### src/rtl/hazard_forward_unit_if.sv
// Pipeline-side bundle for the hazard/forwarding unit: ID/EX/MEM/WB register info in,
// operand selects and pipeline stall controls out.
interface hazard_forward_unit_if #(
    parameter int AW    = 5,
    parameter int CNT_W = 16
);
    logic [AW-1:0]    id_rs;
    logic [AW-1:0]    id_rt;
    logic             id_uses_rs;
    logic             id_uses_rt;
    logic             idex_memread;
    logic             idex_regwrite;
    logic [AW-1:0]    idex_rd;
    logic [AW-1:0]    ex_rs;
    logic [AW-1:0]    ex_rt;
    logic             exmem_regwrite;
    logic             memwb_regwrite;
    logic [AW-1:0]    exmem_rd;
    logic [AW-1:0]    memwb_rd;
    logic             flush_id;
    logic             clr_stats;
    logic [1:0]       forward_a;
    logic [1:0]       forward_b;
    logic             pc_write;
    logic             ifid_write;
    logic             idex_flush;
    logic             stall_active;
    logic [CNT_W-1:0] stall_cycles;

    modport slave (
        input  id_rs, id_rt, id_uses_rs, id_uses_rt,
        input  idex_memread, idex_regwrite, idex_rd,
        input  ex_rs, ex_rt, exmem_regwrite, memwb_regwrite, exmem_rd, memwb_rd,
        input  flush_id, clr_stats,
        output forward_a, forward_b, pc_write, ifid_write, idex_flush,
        output stall_active, stall_cycles
    );

    modport master (
        output id_rs, id_rt, id_uses_rs, id_uses_rt,
        output idex_memread, idex_regwrite, idex_rd,
        output ex_rs, ex_rt, exmem_regwrite, memwb_regwrite, exmem_rd, memwb_rd,
        output flush_id, clr_stats,
        input  forward_a, forward_b, pc_write, ifid_write, idex_flush,
        input  stall_active, stall_cycles
    );
endinterface

### src/rtl/hazard_forward_unit.sv
// Classic 5-stage forwarding selects plus a load-use stall FSM that holds PC/IF-ID
// for LOAD_LAT cycles per hazard, with a saturating stall-cycle counter.
module hazard_forward_unit #(
    parameter int AW       = 5,
    parameter int LOAD_LAT = 1,
    parameter int CNT_W    = 16
) (
    input  logic                 clk,
    input  logic                 rst_n,
    hazard_forward_unit_if.slave hz
);
    localparam int               REM_W    = $clog2(8);
    localparam logic [REM_W-1:0] REM_INIT = REM_W'(LOAD_LAT - 1);
    localparam logic [CNT_W-1:0] CNT_MAX  = '1;

    typedef enum logic {
        RUN   = 1'b0,
        STALL = 1'b1
    } state_t;

    state_t           state_q;
    logic [REM_W-1:0] rem_q;
    logic [CNT_W-1:0] stall_cnt_q;
    logic [CNT_W-1:0] stall_cnt_d;
    logic             hazard;
    logic             stall_now;

    logic [1:0][AW-1:0] ex_src;
    logic [1:0][1:0]    fwd_sel;

    assign ex_src[0] = hz.ex_rs;
    assign ex_src[1] = hz.ex_rt;

    // EX/MEM wins over MEM/WB only when it actually writes; r0 is never a source of data.
    for (genvar gi = 0; gi < 2; gi++) begin : g_fwd
        logic exmem_hit;
        logic memwb_hit;
        assign exmem_hit = hz.exmem_regwrite && (hz.exmem_rd != '0) && (hz.exmem_rd == ex_src[gi]);
        assign memwb_hit = hz.memwb_regwrite && (hz.memwb_rd != '0) && (hz.memwb_rd == ex_src[gi]);
        assign fwd_sel[gi] = !rst_n    ? 2'b00 :
                             exmem_hit ? 2'b10 :
                             memwb_hit ? 2'b01 : 2'b00;
    end

    assign hz.forward_a = fwd_sel[0];
    assign hz.forward_b = fwd_sel[1];

    assign hazard = rst_n & hz.idex_memread & hz.idex_regwrite & (hz.idex_rd != '0) &
                    ((hz.id_uses_rs & (hz.idex_rd == hz.id_rs)) |
                     (hz.id_uses_rt & (hz.idex_rd == hz.id_rt))) &
                    ~hz.flush_id;

    // In STALL the hazard input is irrelevant; a squash releases the pipeline in the same cycle.
    assign stall_now = rst_n & ((state_q == STALL) ? ~hz.flush_id : hazard);

    assign hz.pc_write     = ~stall_now;
    assign hz.ifid_write   = ~stall_now;
    assign hz.idex_flush   = stall_now;
    assign hz.stall_active = rst_n & (state_q == STALL);

    always_ff @(posedge clk or negedge rst_n) begin
        if (!rst_n) begin
            state_q <= RUN;
            rem_q   <= '0;
        end else begin
            unique case (state_q)
                RUN: begin
                    if (hazard && (LOAD_LAT > 1)) begin
                        state_q <= STALL;
                        rem_q   <= REM_INIT;
                    end
                end
                STALL: begin
                    if (hz.flush_id || (rem_q == REM_W'(1))) begin
                        state_q <= RUN;
                        rem_q   <= '0;
                    end else begin
                        rem_q <= rem_q - REM_W'(1);
                    end
                end
                default: begin
                    state_q <= RUN;
                    rem_q   <= '0;
                end
            endcase
        end
    end

    always_comb begin
        stall_cnt_d = stall_cnt_q;
        if (hz.clr_stats) begin
            stall_cnt_d = '0;
        end else if (stall_now && (stall_cnt_q != CNT_MAX)) begin
            stall_cnt_d = stall_cnt_q + CNT_W'(1);
        end
    end

    always_ff @(posedge clk or negedge rst_n) begin
        if (!rst_n) begin
            stall_cnt_q <= '0;
        end else begin
            stall_cnt_q <= stall_cnt_d;
        end
    end

    assign hz.stall_cycles = stall_cnt_q;
endmodule

### src/flat_wrapper.sv
// flat-port wrapper written by rule: the top's interface ports become plain ports
module hazard_forward_unit_flat 
#(
    parameter int AW       = 5,
    parameter int LOAD_LAT = 1,
    parameter int CNT_W    = 16
)
  (clk, rst_n, hz_id_rs, hz_id_rt, hz_id_uses_rs, hz_id_uses_rt, hz_idex_memread, hz_idex_regwrite, hz_idex_rd, hz_ex_rs, hz_ex_rt, hz_exmem_regwrite, hz_memwb_regwrite, hz_exmem_rd, hz_memwb_rd, hz_flush_id, hz_clr_stats, hz_forward_a, hz_forward_b, hz_pc_write, hz_ifid_write, hz_idex_flush, hz_stall_active, hz_stall_cycles);
  hazard_forward_unit_if #(.AW(AW), .CNT_W(CNT_W)) hz_i ();
  input  logic clk;
  input  logic rst_n;
  input wire logic [$bits(hz_i.id_rs)-1:0] hz_id_rs;
  input wire logic [$bits(hz_i.id_rt)-1:0] hz_id_rt;
  input wire logic [$bits(hz_i.id_uses_rs)-1:0] hz_id_uses_rs;
  input wire logic [$bits(hz_i.id_uses_rt)-1:0] hz_id_uses_rt;
  input wire logic [$bits(hz_i.idex_memread)-1:0] hz_idex_memread;
  input wire logic [$bits(hz_i.idex_regwrite)-1:0] hz_idex_regwrite;
  input wire logic [$bits(hz_i.idex_rd)-1:0] hz_idex_rd;
  input wire logic [$bits(hz_i.ex_rs)-1:0] hz_ex_rs;
  input wire logic [$bits(hz_i.ex_rt)-1:0] hz_ex_rt;
  input wire logic [$bits(hz_i.exmem_regwrite)-1:0] hz_exmem_regwrite;
  input wire logic [$bits(hz_i.memwb_regwrite)-1:0] hz_memwb_regwrite;
  input wire logic [$bits(hz_i.exmem_rd)-1:0] hz_exmem_rd;
  input wire logic [$bits(hz_i.memwb_rd)-1:0] hz_memwb_rd;
  input wire logic [$bits(hz_i.flush_id)-1:0] hz_flush_id;
  input wire logic [$bits(hz_i.clr_stats)-1:0] hz_clr_stats;
  output wire logic [$bits(hz_i.forward_a)-1:0] hz_forward_a;
  output wire logic [$bits(hz_i.forward_b)-1:0] hz_forward_b;
  output wire logic [$bits(hz_i.pc_write)-1:0] hz_pc_write;
  output wire logic [$bits(hz_i.ifid_write)-1:0] hz_ifid_write;
  output wire logic [$bits(hz_i.idex_flush)-1:0] hz_idex_flush;
  output wire logic [$bits(hz_i.stall_active)-1:0] hz_stall_active;
  output wire logic [$bits(hz_i.stall_cycles)-1:0] hz_stall_cycles;
  assign hz_i.id_rs = hz_id_rs;
  assign hz_i.id_rt = hz_id_rt;
  assign hz_i.id_uses_rs = hz_id_uses_rs;
  assign hz_i.id_uses_rt = hz_id_uses_rt;
  assign hz_i.idex_memread = hz_idex_memread;
  assign hz_i.idex_regwrite = hz_idex_regwrite;
  assign hz_i.idex_rd = hz_idex_rd;
  assign hz_i.ex_rs = hz_ex_rs;
  assign hz_i.ex_rt = hz_ex_rt;
  assign hz_i.exmem_regwrite = hz_exmem_regwrite;
  assign hz_i.memwb_regwrite = hz_memwb_regwrite;
  assign hz_i.exmem_rd = hz_exmem_rd;
  assign hz_i.memwb_rd = hz_memwb_rd;
  assign hz_i.flush_id = hz_flush_id;
  assign hz_i.clr_stats = hz_clr_stats;
  assign hz_forward_a = hz_i.forward_a;
  assign hz_forward_b = hz_i.forward_b;
  assign hz_pc_write = hz_i.pc_write;
  assign hz_ifid_write = hz_i.ifid_write;
  assign hz_idex_flush = hz_i.idex_flush;
  assign hz_stall_active = hz_i.stall_active;
  assign hz_stall_cycles = hz_i.stall_cycles;
  hazard_forward_unit #(.AW(AW), .LOAD_LAT(LOAD_LAT), .CNT_W(CNT_W)) u_core (.clk(clk), .rst_n(rst_n), .hz(hz_i));
endmodule
### config.mk
export PLATFORM = sky130hd
export DESIGN_NAME = hazard_forward_unit_flat
export DESIGN_NICKNAME = d
export VERILOG_FILES = /design/src/rtl/hazard_forward_unit_if.sv /design/src/rtl/hazard_forward_unit.sv /design/src/flat_wrapper.sv
export SDC_FILE = /design/constraint.sdc
export NUM_CORES = 1
export LEC_CHECK = 0
export ABC_AREA = 0
export BUFFER_PORTS_ARGS = -buffer_cell sky130_fd_sc_hd__buf_2
export CORE_MARGIN = 10
export CORE_UTILIZATION = 38
export DETAILED_ROUTE_END_ITERATION = 12
export PLACE_DENSITY = 0.68
export SYNTH_ARGS = -nofsm -noshare
export SYNTH_HDL_FRONTEND = slang
export SYNTH_SLANG_ARGS = --single-unit
export TNS_END_PERCENT = 1
### constraint.sdc
create_clock -name clk -period 1.87 [get_ports clk]
set_input_delay 0.187 -clock clk [delete_from_list [all_inputs] [get_ports clk]]
set_output_delay 0.187 -clock clk [all_outputs]
set_load 0.01 [all_outputs]
==> flow_metrics.tcl, run 1 <==
set metrics [dict create \
    outcome "finished with violations" \
    violations "setup timing" \
    first_pass_iters 4 \
    clock_sinks 20 \
    synthCells 175 \
    grt-ovfl-total 0 \
    antenna_found_initial 0 \
    fillers 376 \
    grt_setup_unrepaired "true" \
    grt_util_met2_pct 21.5 \
    wl_per_cell_um 15.2 \
    clockBufferDepth 2 \
    grt_max_degree 21 \
    met3_usage_pct 4.68 \
    areaGrowthSynthToFinish_pct 45.5 \
    netlist.area_leader.share_pct 31.0 \
    slowest_delay_ns 0.48 \
    met1_usage_pct 15.7 \
    via_per_inst 5.29 \
    finalCriticalPeriod_ns 1.95 \
    ys.flop_type "dfrtp_1" \
    gp_congestion 0.824 \
    initial_core_util_pct 39.8 \
    crit_type "flop to flop" \
    critical_path_required_ns 2.06 \
    worstPathArrival_ns 2.14 \
    synth_area_sq_mm 0.00162 \
    core_area_sq_mm 0.00406 \
    rows 23 \
    seqCellArea_sq_um 503 \
    crit_path_max_fanout 7 \
    totalPowerFinal_uw 916 \
    cts-root-buf "clkbuf_8" \
    hold_viol_final 0 \
    multi_input_area_sq_mm 0.00113 \
    postRouteWirelength_um 4860 \
    slew_violations 0 \
    hold_ws_ns 0.306 \
    drc 0 \
    async_reset_ff_share_pct 100 \
    ys_types 50 \
    worst_slack_ns -0.0846 \
    synth_fp_nets 223 \
    drtIter0Drc 52 \
    startpoint_type "flop" \
    finalNonFillerCells 320 \
    drive_above_1_share_pct 47.4 \
    maxCapViolations 0 \
    antennaDiodeCount 0 \
    yosysSeqAreaShare_pct 31.0 \
    htree_levels 1 \
    dpl.cell_count 311 \
    grt_most_used_layer "met2" \
    synth_edf_count 0 \
    grt_pass1_wl_um 8160 \
    grt_pass1_vias 1758 \
    portBuffers 68 \
    io-pin-count 69 \
    numCtsBuffers 3 \
    die-area_sq_mm 0.00726 \
    clk_pin_slew_worst_paths_ns 0.07 \
    fin_nets 319 \
    dp_hpwl_um 3860 \
    synth_area_leaders "dfrtp_1, xnor2_1, xor2_1, o31ai_1, or4_2" \
    antenna_left 0 \
    avgSynthCellArea_sq_um 9.24 \
    fmax_mhz 512 \
    hold_path.class "primary input to flop" \
    chipWidth_um 85.2 \
    fin_skew_ns 0.00545 \
    crit_slowest_cell "or4_4" \
    die_h_um 85.2 \
    vias 1692 \
    yosysTopAreaCell "dfrtp_1" \
    finalSetupViolations 7 \
    reg2reg_slack_ns -0.08 \
    cp_cell_sequence "ha_4 -> and4_4 -> nor2b_4 -> nand3_4 -> nand2_4 -> buf_6 -> or4_4 -> a21oi_2" \
    insertion_delay_ns 0.26 \
    leakagePower_uw 0.00111 \
    slew-limit-headroom_pct 66.6 \
    fin_crit_sh_pct 105 \
    cts_tree "yes" \
    yosys_warnings 0 \
    ys_seq_elements 20 \
    endpoint_kind "flop" \
    grtUsageTotal_pct 13.1 \
    place_ws_ns -0.150 \
    cellPowerDensity_mw_per_mm2 390 \
    tightestPinTransition_ns 0.499 \
    peakVddDrop_v 0.000231 \
]
==> cells by family after synthesis <==
| group | share of synthesized area [%] |
|---|---|
| and+or+nand+nor | 26.8 |
| DFF | 31.0 |
| adders and majority gates | 2.32 |
| xor gates and xnor gates | 16.3 |
| muxes | 2.24 |
| AOI/OAI and AO/OA | 16.9 |
| buffers and inverters | 4.57 |
==> power by group <==
part,switching [uW],internal [uW]
Clock,135,151
Combinational,99.5,97.5
Sequential,0.0769,432
==> worst max-delay path, delay by kind of cell (launching register included) <==
family / cells / cell delay, ns
DFF: 1 / 0.43
adders and majority gates: 1 / 0.17
AOI/OAI and AO/OA: 1 / 0.14
and+or+nand+nor: 5 / 0.99
buffers and inverters: 1 / 0.16
==> cell usage after synthesis (4+ instances only) <==
cell and instances:
nand3_1 11, nor4_1 5, xor2_1 12, dfrtp_1 20, xnor2_1 18, o31ai_1 10
a21oi_1 11, nand2_1 11, or4_1 6, or4_2 7, inv_1 4, and3_1 5
==> sequential cells by signal (all words and copies together), names as in the netlist <==
register	flops
u_core.hz.stall_cycles	16
u_core.rem_q	3
u_core.state_q	1
==> per-layer routing <==
metal / part of all wire [%] / wire length, um
met2: 48 / 2340
met3: 8.9 / 432
met5: 0 / 0
met4: 0.37 / 18
met1: 43 / 2070
==> cells in the final DEF, fill, tap and decap left out, drive strengths merged, types with 3 or more instances in the layout <==
cell / count
a21oi: 13
and2: 3
and3: 5
buf: 95
clkbuf: 4
dfrtp: 20
ha: 3
inv: 4
nand2: 13
nand2b: 3
nand3: 13
nor2: 3
nor2b: 4
nor4: 6
o21ai: 5
o31ai: 10
or4: 13
xnor2: 18
xor2: 12
==> timing repair <==
action / 4_1_cts / 5_1_grt
gates cloned: 1 / 0
pin swaps: 4 / 5
resized for setup: 6 / 10
hold buffers: 2 / 0
endpoints found under the hold margin: 2 / 0
setup endpoints to repair: 11 / 15
buffers inserted: 2 / 0
==> area by class of cell <==
cell class / instances / area share, %
multi-input cells: 145 / 47.9
repair buffers: 97 / 25.5
flip-flops and latches: 20 / 21.4
well taps: 50 / 2.66
clock buffers: 4 / 1.91
inverters: 4 / 0.638
==> through the flow <==
stage / setup TNS, ns / cell area [sq um] / util, %
2_1_floorplan: -0.339 / 1650 / -
3_3_place_gp: -0.727 / 2200 / 54.2
3_5_place_dp: -1.04 / 2200 / 54.2
4_1_cts: -0.952 / 2320 / 57.1
5_1_grt: -0.936 / 2350 / 58.0
6_report: -0.355 / 2350 / 58.0
==> path summary, 6_finish.rpt <==
| path | from | endpoint | cells after the start |
|---|---|---|---|
| worst max-delay path | u_core.hz.stall_cycles[0] | u_core.hz.stall_cycles[4] | 8 |
| worst min-delay path | hz_flush_id | u_core.state_q | 3 |
| worst max register to register | u_core.hz.stall_cycles[0] | u_core.hz.stall_cycles[4] | 8 |
| worst min register to register | u_core.rem_q[2] | u_core.rem_q[2] | 1 |
| max in group asynchronous | rst_n | u_core.hz.stall_cycles[0] | 3 |
| min in group asynchronous | rst_n | u_core.rem_q[1] | 2 |
No activity file was read; power rests on OpenSTA's default activity.
==> run 2: changes to the inputs <==
PLACE_DENSITY = 0.65   (was 0.68)
clock period = 1.82 ns   (was 1.87 ns; I/O delays follow)
==> flow_metrics.tcl, run 2 (synthesis results as in run 1) <==
set metrics [dict create \
    outcome "finished with violations" \
    violations "setup timing" \
    finalSetupViolations 6 \
    clk_pin_slew_worst_paths_ns 0.09 \
    clock_sinks 20 \
    postRouteWirelength_um 5190 \
    largest_reg_flops 16 \
    grt_util_met2_pct 24.3 \
    peakVddDrop_v 0.000304 \
    fillers 341 \
    fin_crit_sh_pct 103 \
    numCtsBuffers 3 \
    core_area_sq_mm 0.00406 \
    areaGrowthSynthToFinish_pct 51.0 \
    slew-limit-headroom_pct 57.6 \
    met1_usage_pct 16.1 \
    antenna_left 0 \
    drtIter0Drc 65 \
    portBuffers 68 \
    hold_viol_final 0 \
    dp_hpwl_um 4020 \
    finalCriticalPeriod_ns 1.88 \
    worstPathArrival_ns 2.04 \
    drc 0 \
    first_pass_iters 4 \
    grtUsageTotal_pct 13.6 \
    endpoint_kind "flop" \
    die_h_um 85.2 \
    antennaDiodeCount 0 \
    cts-root-buf "clkbuf_8" \
    fin_skew_ns 0.00997 \
    grt_setup_unrepaired "true" \
    met3_usage_pct 3.15 \
    drive_above_1_share_pct 50.9 \
    crit_path_max_fanout 12 \
    final_cell_mix "buf_2, buf_4, xnor2_1, dfrtp_1, xor2_1" \
    antenna_found_initial 0 \
    crit_type "flop to flop" \
    wl_per_cell_um 16.2 \
    startpoint_type "flop" \
    grt_pass1_vias 1777 \
    grt_pass1_wl_um 8460 \
    vias 1710 \
    initial_core_util_pct 39.8 \
    cts_tree "yes" \
    maxCapViolations 0 \
    hold_path.class "primary input to flop" \
    fin_nets 320 \
    slew_violations 0 \
    leakagePower_uw 0.00113 \
    grt_max_degree 20 \
    clockBufferDepth 2 \
    grt_most_used_layer "met2" \
    insertion_delay_ns 0.26 \
    fmax_mhz 532 \
    place_area_sq_mm 0.00222 \
    grt-ovfl-total 0 \
    rows 23 \
    tightestPinTransition_ns 0.635 \
    cellPowerDensity_mw_per_mm2 455 \
    via_per_inst 5.33 \
    die-area_sq_mm 0.00726 \
    postLayoutCellArea_sq_mm 0.00244 \
    gp_congestion 0.844 \
    io-pin-count 69 \
    htree_levels 1 \
    chipWidth_um 85.2 \
    hold_ws_ns 0.293 \
    final_common_cell "buf_2" \
    worst_slack_ns -0.0596 \
    critical_path_required_ns 1.98 \
]
## run 2: changes by cell type in the layout (fill, tap and decap cells not counted), moves of 3 or more
| cell | previous run | this run |
|---|---|---|
| o31ai_2 | 0 | 3 |
| buf_4 | 22 | 25 |
| or4_2 | 3 | 0 |
| a21oi_2 | 5 | 8 |
| a21oi_1 | 7 | 4 |
| o31ai_1 | 10 | 7 |
## run 2: final timing paths
path / start / endpoint / slack, ns / depth (start not counted)
min: hz_flush_id / u_core.state_q / 0.29 / 3
max reg2reg: u_core.hz.stall_cycles[1] / u_core.hz.stall_cycles[14] / -0.06 / 8
max: u_core.hz.stall_cycles[1] / u_core.hz.stall_cycles[14] / -0.06 / 8
min in group asynchronous: rst_n / u_core.hz.stall_cycles[2] / 0.34 / 2
max in group asynchronous: rst_n / u_core.hz.stall_cycles[0] / 0.87 / 3
min reg2reg: u_core.rem_q[2] / u_core.rem_q[2] / 0.47 / 1
## run 2: metal layers
layer / vias up / part of all wire (%)
met2: 37 / 52
met1: 818 / 42
met5: - / 0
met4: 0 / 0.56
li1: 851 / -
met3: 4 / 5.3
## run 2: critical path: stages (launching register included)
cell and delay [ns]:
dfrtp_2 0.43, ha_4 0.16, and4_1 0.20, nor2b_4 0.14, nand3_4 0.12, nand2_8 0.09, buf_4 0.17, o31a_2 0.31
o21ba_1 0.16
## run 2: final cells by class
class	count	area, sq um	share of cell area, %
clock inverter	1	30.0	1.23
clock buffer	3	41.3	1.69
inverter	4	15.0	0.615
tap	50	62.6	2.56
timing repair buffer	98	591	24.2
multi-input combinational	145	1200	49.1
sequential	20	503	20.6
## run 2: power breakdown
part / leakage (uW) / internal (uW) / switching [uW]
Clock: 0.0000357 / 294 / 160
Combinational: 0.000832 / 104 / 110
Sequential: 0.000266 / 444 / 0.0670
## run 2: repair_timing
action / 4_1_cts / 5_1_grt
hold buffers: 2 / 0
pin swaps: 5 / 3
gates resized for setup: 8 / 13
setup buffers: 0 / 1
cloned: 1 / 0
endpoints found under the setup margin: 12 / 17
endpoints found under the hold margin: 20 / 0
## run 2: through the flow
step	setup slack (ns)	std cells	utilization, %	TNS, ns	total power (uW)
final	-0.0596	321	60.2	-0.130	1110
after floorplan	-0.0432	175	-	-0.411	546
after global routing	-0.136	321	60.2	-0.789	1160
after global placement	-0.0908	313	54.8	-0.418	646
after CTS	-0.0637	320	58.3	-0.196	1110
after detailed placement	-0.132	313	54.8	-0.642	649
==> run 3: changes to the inputs <==
RECOVER_POWER = 25   (was unset)
==> flow_metrics.tcl, run 3 (synthesis results as in run 1) <==
set metrics [dict create \
    initial_core_util_pct 39.8 \
    crit_type "flop to flop" \
    worstPathArrival_ns 2.04 \
    antenna_left 0 \
    drc 0 \
    crit_path_max_fanout 12 \
    hold_viol_final 0 \
    hold_path.startpoint "hz_flush_id" \
    endpoint_kind "flop" \
    violations "setup timing" \
    finalSetupViolations 6 \
    fin_crit_sh_pct 103 \
    place_area_sq_mm 0.00222 \
    startpoint_type "flop" \
    dpl.cell_count 313 \
    finalCriticalPeriod_ns 1.88 \
    insertion_delay_ns 0.26 \
    grt_pass1_vias 1777 \
    rr_worst_depth 8 \
    cts_tree "yes" \
    postLayoutCellArea_sq_mm 0.00244 \
    rows 23 \
    clk_pin_slew_worst_paths_ns 0.09 \
    die-area_sq_mm 0.00726 \
    clock_sinks 20 \
    postRouteWirelength_um 5170 \
    antenna_found_initial 0 \
    clockBufferDepth 2 \
    die_h_um 85.2 \
    final.setup.tns_ns -0.133 \
    first_pass_iters 4 \
    grt_setup_unrepaired "true" \
    areaGrowthSynthToFinish_pct 51.0 \
    grt_pass1_wl_um 8460 \
    final_common_cell "buf_2" \
    cts-root-buf "clkbuf_8" \
    fmax_mhz 532 \
    hold_path.class "primary input to flop" \
    tightestPinTransition_ns 0.642 \
    leakagePower_uw 0.00113 \
    drtIter0Drc 65 \
    largest_reg_flops 16 \
    worstReg2RegEnd "u_core.hz.stall_cycles[14]" \
    via_per_inst 5.37 \
    outcome "finished with violations" \
    cellPowerDensity_mw_per_mm2 455 \
    holdPathStages 3 \
    slew_violations 0 \
    maxCapViolations 0 \
    worst_slack_ns -0.0600 \
    vias 1725 \
    critical_path_required_ns 1.98 \
    numCtsBuffers 3 \
    slew-limit-headroom_pct 57.1 \
    portBuffers 68 \
    drive_above_1_share_pct 50.9 \
    grt_max_degree 20 \
    dp_hpwl_um 4020 \
    chipWidth_um 85.2 \
    post-route-util_pct 60.2 \
    antennaDiodeCount 0 \
    final_cell_mix "buf_2, buf_4, xnor2_1, dfrtp_1, xor2_1" \
    place_ws_ns -0.132 \
    finalNonFillerCells 321 \
    peakVddDrop_v 0.000304 \
    wl_per_cell_um 16.1 \
    htree_levels 1 \
    core_area_sq_mm 0.00406 \
    fin_nets 320 \
    io-pin-count 69 \
    gp_congestion 0.844 \
    grtUsageTotal_pct 13.6 \
    reg2reg_slack_ns -0.06 \
    fin_skew_ns 0.0100 \
    fillers 341 \
    hold_end "u_core.state_q" \
    grt-ovfl-total 0 \
    reg2reg_from "u_core.hz.stall_cycles[1]" \
]
## run 3: changes by cell type in the layout (fill, tap and decap cells not counted)
| cell | before | now |
|---|---|---|
| buf_4 | 25 | 24 |
| clkbuf_4 | 0 | 1 |
## run 3: cell type report
| class | count | area, sq um | area share [%] |
|---|---|---|---|
| Multi-Input combinational cell | 145 | 1200 | 49.1 |
| Clock buffer | 3 | 41.3 | 1.69 |
| Inverter | 4 | 15.0 | 0.615 |
| Clock inverter | 1 | 30.0 | 1.23 |
| Sequential cell | 20 | 503 | 20.6 |
| Timing Repair Buffer | 98 | 591 | 24.2 |
| Tap cell | 50 | 62.6 | 2.56 |
## run 3: worst max-delay path: stages (launching register included)
cell and delay [ns]:
dfrtp_2 0.43, ha_4 0.16, and4_1 0.20, nor2b_4 0.14, nand3_4 0.12, nand2_8 0.09, buf_4 0.17, o31a_2 0.31
o21ba_1 0.16
## run 3: worst max-delay path by stage
| stage | cells after the start | to | startpoint |
|---|---|---|---|
| floorplan | 8 | u_core.hz.stall_cycles[0] | u_core.hz.stall_cycles[1] |
| global placement | 8 | u_core.hz.stall_cycles[5] | hz_idex_rd[2] |
| detailed placement | 8 | u_core.hz.stall_cycles[5] | hz_idex_rd[4] |
| CTS | 8 | u_core.hz.stall_cycles[7] | u_core.hz.stall_cycles[1] |
| global route | 8 | u_core.hz.stall_cycles[14] | u_core.hz.stall_cycles[1] |
| finish | 8 | u_core.hz.stall_cycles[14] | u_core.hz.stall_cycles[1] |
## run 3: layer usage
layer,wire length [um],part of all wire [%],vias up,GRT usage [%]
met4,29,0.56,0,2.99
li1,-,-,850,-
met1,2180,42,830,16.1
met3,288,5.6,4,3.15
met2,2680,52,41,24.3
met5,0,0,-,0
## run 3: metrics by stage
step	power (uW)	hold slack (ns)
global placement	646	0.00271
floorplan	546	-0.114
finish	1110	0.294
global route	1160	0.311
CTS	1110	0.288
detailed placement	649	0.00192
## run 3: repair_timing
action / CTS / global route
endpoints found under the hold margin: 20 / 0
gates cloned: 1 / 0
setup buffers: 0 / 1
resized for setup: 8 / 13
setup endpoints to repair: 12 / 17
pin swaps: 5 / 3
hold buffers: 2 / 0
## run 3: power by group
group / switching (uW) / internal (uW)
registers: 0.0673 / 444
clock network: 160 / 294
logic: 109 / 104
total: 269 / 842
